===== config.mk =====
export PLATFORM = sky130hd
export DESIGN_NAME = dispatch_queue
export DESIGN_NICKNAME = d
export VERILOG_FILES = /design/src/rtl/dispatch_queue.sv
export SDC_FILE = /design/constraint.sdc
export NUM_CORES = 1
export LEC_CHECK = 0
export BUFFER_PORTS_ARGS = -buffer_cell sky130_fd_sc_hd__buf_4
export CAP_MARGIN = 20
export CORE_MARGIN = 4
export CORE_UTILIZATION = 40
export CTS_CLUSTER_DIAMETER = 100
export CTS_CLUSTER_SIZE = 25
export DETAILED_ROUTE_END_ITERATION = 8
export SKIP_LAST_GASP = 1
export SYNTH_ARGS = -nofsm -noshare
export SYNTH_HDL_FRONTEND = slang
export SYNTH_SLANG_ARGS = --single-unit
export TNS_END_PERCENT = 30

===== constraint.sdc =====
create_clock -name clk -period 25.7 [get_ports clk]
set_input_delay 1.285 -clock clk [delete_from_list [all_inputs] [get_ports clk]]
set_output_delay 1.285 -clock clk [all_outputs]
set_load 0.02 [all_outputs]

===== src/rtl/dispatch_queue.sv =====
// In-order dispatch queue: buffers decoded instructions and issues the head to the
// reservation station named by its FU field when that station and the ROB have room.
module dispatch_queue #(
  parameter int DEPTH     = 8,
  parameter int PAYLOAD_W = 64,
  parameter int NUM_FU    = 4,
  parameter int FU_W      = (NUM_FU > 1) ? $clog2(NUM_FU) : 1
) (
  input  logic                       clk,
  input  logic                       reset_n,
  input  logic                       flush,
  input  logic                       in_valid,
  input  logic [FU_W-1:0]            in_fu,
  input  logic [PAYLOAD_W-1:0]       in_payload,
  output logic                       in_ready,
  input  logic [NUM_FU-1:0]          rs_is_full,
  input  logic                       rob_full,
  output logic                       out_valid,
  output logic [FU_W-1:0]            out_fu,
  output logic [PAYLOAD_W-1:0]       out_payload,
  output logic [NUM_FU-1:0]          rs_load,
  output logic                       rob_alloc,
  output logic                       stall,
  output logic [$clog2(DEPTH+1)-1:0] count
);

  localparam int PTR_W   = $clog2(DEPTH);
  localparam int CNT_W   = $clog2(DEPTH + 1);
  localparam int FU_SPAN = 1 << FU_W;
  localparam logic [FU_W:0]  NUM_FU_L = (FU_W + 1)'(NUM_FU);
  localparam logic [CNT_W-1:0] FULL_L = CNT_W'(DEPTH);

  // Handshake: an entry is taken on a rising edge only when in_valid and in_ready are
  // both high; in_ready depends on registered occupancy and flush, never on in_valid.
  logic [PTR_W-1:0]     head_q, head_d, tail_q, tail_d;
  logic [CNT_W-1:0]     count_q, count_d;
  logic [FU_W-1:0]      fu_mem [DEPTH];
  logic [PAYLOAD_W-1:0] pl_mem [DEPTH];
  logic [FU_SPAN-1:0]   rs_full_pad;
  logic                 head_valid, active, legal, blocked;
  logic                 enq, deq, fire, drop;

  assign head_valid  = (count_q != '0);
  assign in_ready    = (count_q != FULL_L) & ~flush;
  assign enq         = in_valid & in_ready;
  assign out_valid   = head_valid;
  assign out_fu      = fu_mem[head_q];
  assign out_payload = pl_mem[head_q];
  assign count       = count_q;

  // Selector codes beyond NUM_FU read a padded zero rather than an out-of-range bit.
  always_comb begin
    rs_full_pad = '0;
    rs_full_pad[NUM_FU-1:0] = rs_is_full;
  end

  assign legal     = ({1'b0, out_fu} < NUM_FU_L);
  assign blocked   = rs_full_pad[out_fu] | rob_full;
  assign active    = head_valid & ~flush;
  assign fire      = active & legal & ~blocked;
  assign drop      = active & ~legal;
  assign deq       = fire | drop;
  assign stall     = active & legal & blocked;
  assign rob_alloc = fire;

  always_comb begin
    rs_load = '0;
    for (int i = 0; i < NUM_FU; i++) begin
      rs_load[i] = fire & (out_fu == FU_W'(i));
    end
  end

  always_comb begin
    head_d  = head_q;
    tail_d  = tail_q;
    count_d = count_q;
    if (flush) begin
      head_d  = '0;
      tail_d  = '0;
      count_d = '0;
    end else begin
      if (deq) head_d = head_q + PTR_W'(1);
      if (enq) tail_d = tail_q + PTR_W'(1);
      if (enq && !deq)      count_d = count_q + CNT_W'(1);
      else if (!enq && deq) count_d = count_q - CNT_W'(1);
    end
  end

  always_ff @(posedge clk or negedge reset_n) begin
    if (!reset_n) begin
      head_q  <= '0;
      tail_q  <= '0;
      count_q <= '0;
    end else begin
      head_q  <= head_d;
      tail_q  <= tail_d;
      count_q <= count_d;
    end
  end

  // Entry storage carries no reset; stale contents are masked by out_valid.
  always_ff @(posedge clk) begin
    if (enq) begin
      fu_mem[tail_q] <= in_fu;
      pl_mem[tail_q] <= in_payload;
    end
  end

endmodule


# --- Word-level counts from Yosys, hierarchy flattened ---
# Memory sizes are Yosys's and may differ from the RTL's.
# Index checks and enable logic that the tools add are counted.
totals:
  regBits: 10
  latch_bits: 0
  mem_bits_rw: 528
  mem_bits_ro: 0
  in_bits: 75
  out_inout_bits: 78
  wordCells: 46
  memories: 2
op_classes:
  addsub: 4
  n_mul: 0
  div: 0
  order_cmp: 1
  n_eq_ne: 4
  n_shift: 0
  mux: 11
  n_bitwise: 12
  reduce_logical: 9
memory_table:
  columns: ["memory", "depth", "word_bits", "rd", "rd_clocked_by_memory_dff", "wr", "line", "text"]
  rows:
  - ["pl_mem", 8, 64, 1, 0, 1, "38", "logic [PAYLOAD_W-1:0] pl_mem [DEPTH];"]
  - ["fu_mem", 8, 2, 1, 0, 1, "37", "logic [FU_W-1:0] fu_mem [DEPTH];"]
op_table:
  columns: ["operator", "n"]
  rows:
  - ["$mux 3", 4]
  - ["$mux 4", 3]
  - ["$and 1x1->1", 9]
  - ["$add 3x1->3 const B", 2]
  - ["$add 4x1->4 const B", 1]
  - ["$eq 2x2->1 const B", 2]
  - ["$ne 4x4->1 const B", 1]
  - ["$reduce_bool 2->1", 2]
  - ["$reduce_bool 4->1", 1]
  - ["$sub 4x1->4 const B", 1]
  - ["$lt 2x3->1 const B", 1]
  - ["$mux 1", 3]
  - ["$reduce_bool 3->1", 1]
  - ["$bmux 1 s2", 1]
  - ["$eq 2x1->1 const B", 1]
  - ["$logic_and 1x1->1", 2]
  - ["$logic_not 1->1", 2]
  - ["$logic_not 2->1", 1]
  - ["$not 1->1", 2]
  - ["$or 1x1->1", 1]

# --- Longest topological paths before layout ---
# An unclocked memory read counts as a cell.
logic_depth:
  ltp_word: 10
  depth_mapped: 13
  ltp_nobuf: 12

# --- Least setup slack after synthesis ---
# No wires, ideal clock.
synth_timing:
  kind: "input-to-reg"
  start: "input flush"
  end: "memory fu_mem[4][0] (netlist bit) (enable)"
  setup_time_ns: 0.676
  arrival_ns: 9.042
  required_ns: 25.024
  path_slack_ns: 15.982
  path_stages: 4
  n_path_buf: 1
  cell_sequence: "clkbuf_1 > a41oi_1 > nand2_1 > nor4b_1"
synth_via:
  elab_chain_cells: 5
synth_lines:
  columns: ["element", "line", "text"]
  rows:
  - ["start, declared", "11", "input logic flush,"]
  - ["$not 1->1", "44", "assign in_ready = (count_q != FULL_L) & ~flush;"]
  - ["$and 1x1->1", "44", null]
  - ["named net in_ready", "15", "output logic in_ready,"]
  - ["$and 1x1->1", "45", "assign enq = in_valid & in_ready;"]
  - ["$mux 1", "103", "if (enq) begin"]
  - ["$mux 1 (implied by the code)", "104", "fu_mem[tail_q] <= in_fu;"]
  - ["end, declared", "37", null]
# The timed path passes the listed nets, and every way through them passes these cells.

# --- Worst setup path after layout ---
layout_timing:
  start: "register head_q[0]"
  end: "output rob_alloc"
layout_via:
  elab_chain_cells: 6
layout_lines:
  columns: ["element", "line", "text"]
  rows:
  - ["start, declared", "35", "logic [PTR_W-1:0] head_q, head_d, tail_q, tail_d;"]
  - ["start signal, assigned", "91", "head_q <= '0;"]
  - ["start signal, assigned", "95", "head_q <= head_d;"]
  - ["$mem_v2 8x2", null, null]
  - ["$bmux 1 s2", "58", "assign blocked = rs_full_pad[out_fu] | rob_full;"]
  - ["$mux 1 (implied by the code)", "58", null]
  - ["$or 1x1->1", "58", null]
  - ["$not 1->1", "60", "assign fire = active & legal & ~blocked;"]
  - ["$and 1x1->1", "60", null]
  - ["end, declared", "22", "output logic rob_alloc,"]
# No other way between the ends. The select of a mux whose other input is x is not followed.

==> results.md <==
Layout:
- Compared with the post-synthesis result, the final layout area differs by 13.2%.
- Leaving out fill and tap cells, the most frequent cell in the layout is edfxtp_1.
- In the final design database the tool counted around 1100 nets.
- The post-route standard cell area excluding fillers is 0.0232 mm².
- The count of non-filler cells in the finished layout is roughly 1700.
- The share of final-layout standard cells stronger than drive strength 1 is about two fifths.
- In the layout the commonest cells are 528 x edfxtp_1, 171 x buf_4, 131 x mux4_2.
- The number of filler instances in the final layout is approximately 4200.

Clocking:
- The post-CTS repair timing setup buffer count is 0.
- The TritonCTS clock tree is yes.
- The CTS buffer count is 25.
- After clock tree synthesis, the clock-pin slew on the worst setup and hold paths is approximately 100 ps.
- The number of cells upsized or downsized after cts is 0.
- The post-cts hold buffer count is 0.
- In this run the deepest clock path goes through 3 buffers.
- CTS built an H-tree with a depth of 1.
- The tree is rooted in a clkbuf_16.
- CTS saw ~540 sinks.
- The clock latency reported for the late side of the worst-skew pair is about 570 ps.

Pwr:
- VDD sags by at most approximately 63 µV.
- Summed over all cells, the static leakage comes to roughly 7 nW.
- The power density relative to cell area is approximately 75 mW/mm².

STA:
- For the final database, setup skew stands at slightly above 20 ps.
- The time the worst path needs with I/O delays and setup is 5160 ps.
- After routing, the total negative slack on setup checks comes to 0 ps.
- The share of the clock period used by the worst path is roughly 20%.
- In this run the tightest slew margin relative to its limit is 31.8%.
- Timing would allow up to approximately 190 MHz.
- The transition at the pin with the smallest max-transition slack is 1020 ps.
- The worst hold slack is between 500 and 600 ps.
- Setup repair after global routing left no endpoint under its margin.
- The max-slew violation count came to 0.
- The total count of hold-check failures in the final report was 0.
- The setup-violating endpoint count in the final report is 0.

Critical path:
- The flop-to-flop setup slack is 21330 ps.
- Traced cell by cell, the critical path runs through buf_12, mux4_2, mux2i_4, inv_2, and2_1, a22oi_2, inv_2, buf_4.
- Of all nets on the critical path, the largest fanout is 110.
- Data arrives at the worst endpoint at 3880 ps.
- The worst register-to-register path ends at count[3]$_DFFE_PN0P_.
- The worst setup path is launched from a flop.
- The most numerous cell type found on the critical path is inv_2.
- The cell depth of the worst flop-to-flop path is 13.
- For this run, the slowest stage of the critical path takes 790 ps.
- In this run the critical register-to-register path is launched from head_q[0]$_DFFE_PN0P_.
- The category of the critical setup timing path is reg2out.
- The category of the worst setup path capture point is an output pin.
- The largest individual stage delay along the critical path comes from the cell dfrtp_4.
- For the worst setup path, the data required time is between 20000 and 25000 ps.

Yosys:
- The post-synthesis async set-or-reset flop share is under 10%.
- The predominant post-synthesis flop cell is edfxtp_1.
- The area of the mapped netlist is around 0.021 mm².
- The average instance in the mapped netlist occupies roughly 24 µm².
- In this run, synthesis inferred about 530 flip-flops with an integrated enable.
- The synthesized instance count is 858.
- During synthesis, Yosys emitted a total of 0 warnings.
- The portion of the post-synthesis area used by sequential elements is a little under 80%.
- The number of flip-flops and latches in the synthesized netlist is 538.
- The number of distinct library cells after synthesis is 40.
- Counting every net in the synthesized netlist gives roughly 940.

Route:
- The via count normalized by instance count is between 5 and 6.
- Across all layers, the routed design uses between 8000 and 9000 vias.
- The first-pass iteration count of the detailed router is 6.
- The remaining design rule violation count is 0.
- In this run the remaining antenna-violating nets after routing total 0.
- The overall routed net length is 40800 µm.
- The detailed router finished its first iteration with roughly 740 violations.
- In the final routed layout, each cell accounts on average for 24.0 µm.

Global routing:
- For this run, the total global-route usage over all layers was measured as approximately 15%.
- The total overflow left after global routing is 0.
- Entering global routing, the biggest net connects approximately 110 pins.
- The first global-routing pass estimated 60800 µm of wire.
- The number of global-route vias before repair was 9467.
- The number of antenna violations at the first check in global routing is 0.

Placement:
- After detailed placement, the total cell area comes to between 0.02 and 0.025 mm².
- Routability-driven placement finished with a final weighted congestion of 0.723.
- The count of buffers added on input and output ports is roughly 150.
- The number of cells in the design after placement is between 1500 and 2000.
- The HPWL after detailed placement is 22000 µm.

Floorplanning:
- The die covers 0.0550 mm².
- The initial utilization of the core area, before any placement, comes to around two fifths.
- The region available for standard cell placement spans roughly 0.05 mm².
- The chip width is roughly 230 µm.
- The floorplan step set the die height to roughly 230 µm.
- The standard-cell row count is about 80.
- The number of I/O pins is between 150 and 200.

Status:
- The flow ran to the end, and the final reports show no timing, DRC or antenna violations.

Min path:
- In this run the worst hold path is classified as in2async.

Run:
- Across the run, the number of max-cap violations was 0.
[cell usage after synthesis (2+ instances only)]
cell type | instances | area share (%)
dfrtp_1 | 10 | 1.2
nor2_1 | 5 | 0.091
nand2b_1 | 2 | 0.061
nand2_1 | 12 | 0.22
o21ai_0 | 2 | 0.049
and2_1 | 3 | 0.091
nor3_1 | 8 | 0.20
xor2_1 | 2 | 0.085
nor4b_1 | 2 | 0.085
mux4_2 | 131 | 14
nand4_1 | 2 | 0.061
mux2i_2 | 2 | 0.13
clkbuf_1 | 24 | 0.44
mux2_2 | 64 | 3.5
nor3b_1 | 2 | 0.073
inv_1 | 6 | 0.11
nor4_1 | 2 | 0.061
o22ai_1 | 2 | 0.061
inv_2 | 3 | 0.055
ha_1 | 4 | 0.24
edfxtp_1 | 528 | 77
a21oi_1 | 3 | 0.073
buf_2 | 5 | 0.12
buf_1 | 11 | 0.20
nand3b_1 | 2 | 0.073
mux2i_1 | 7 | 0.34
[through the flow]
step | util (%) | setup WS [ps] | power, mW
2_1_floorplan | - | 15980 | 1.23
3_3_place_gp | 44.7 | 20970 | 1.33
3_5_place_dp | 44.7 | 20960 | 1.34
4_1_cts | 46.0 | 20320 | 1.77
5_1_grt | 46.0 | 20080 | 1.82
6_report | 46.0 | 20540 | 1.74
[state kept, by name, summed over array words and instances, names as in the netlist]
signal  cells
count       4
fu_mem     16
head_q      3
pl_mem    512
tail_q      3
[where the power goes]
part / switching (mW) / internal (mW) / total, mW / leakage [nW]
Combinational: 0.152 / 0.150 / 0.303 / 1.97
Sequential: 0.0175 / 0.989 / 1.01 / 4.90
Clock: 0.250 / 0.181 / 0.431 / 0.326
[critical path: cells and delay by family (launching register included)]
family | cells | cell delay, ps
AOI/OAI and AO/OA | 1 | 280
buffers and inverters | 4 | 1140
DFF | 1 | 790
muxes | 2 | 900
and+or+nand+nor | 1 | 150
[final cells by class]
| cell class | count | area [µm²] | share of cell area, % |
|---|---|---|---|
| Antenna cell | 1 | 2.50 | 0.0108 |
| Clock buffer | 34 | 659 | 2.84 |
| Clock inverter | 1 | 16.3 | 0.0700 |
| Inverter | 9 | 33.8 | 0.145 |
| Multi-Input combinational cell | 270 | 4260 | 18.3 |
| Sequential cell | 538 | 16100 | 69.4 |
| Tap cell | 672 | 841 | 3.62 |
| Timing Repair Buffer | 172 | 1300 | 5.61 |
[worst max-delay path by stage]
stage | startpoint | end | slack [ps] | cells past startpoint
detailed placement | head_q[0]$_DFFE_PN0P_ | rob_alloc | 20960 | 8
global route | head_q[0]$_DFFE_PN0P_ | stall | 20080 | 7
finish | head_q[0]$_DFFE_PN0P_ | rob_alloc | 20540 | 8
floorplan | flush | fu_mem[4][0]$_DFFE_PP_ | 15980 | 4
CTS | head_q[0]$_DFFE_PN0P_ | rob_alloc | 20320 | 8
global placement | head_q[0]$_DFFE_PN0P_ | stall | 20970 | 7
[per-layer routing]
| metal | global-route usage, % | share of wire, % | vias to the layer above |
|---|---|---|---|
| met3 | 2.46 | 4.5 | 29 |
| met4 | 2.62 | 1.3 | 0 |
| li1 | - | - | 3926 |
| met2 | 24.8 | 50 | 143 |
| met5 | 0 | 0 | - |
| met1 | 20.7 | 44 | 4841 |
[cell families (layout without fill, tap and decap cells)]
family | after synthesis | after routing | share of synthesized area (%)
flip-flops | 538 | 538 | 78.5
multiplexers | 205 | 205 | 18.5
buffers and inverters | 50 | 216 | 0.982
AND/OR/NAND/NOR | 44 | 44 | 1.13
AO/OA/AOI/OAI | 13 | 13 | 0.427
adder cells (fa/ha/maj) | 5 | 5 | 0.341
XOR/XNOR | 3 | 3 | 0.165
other | 0 | 1 | 0
Note: power is estimated with default switching activity, not from simulation.
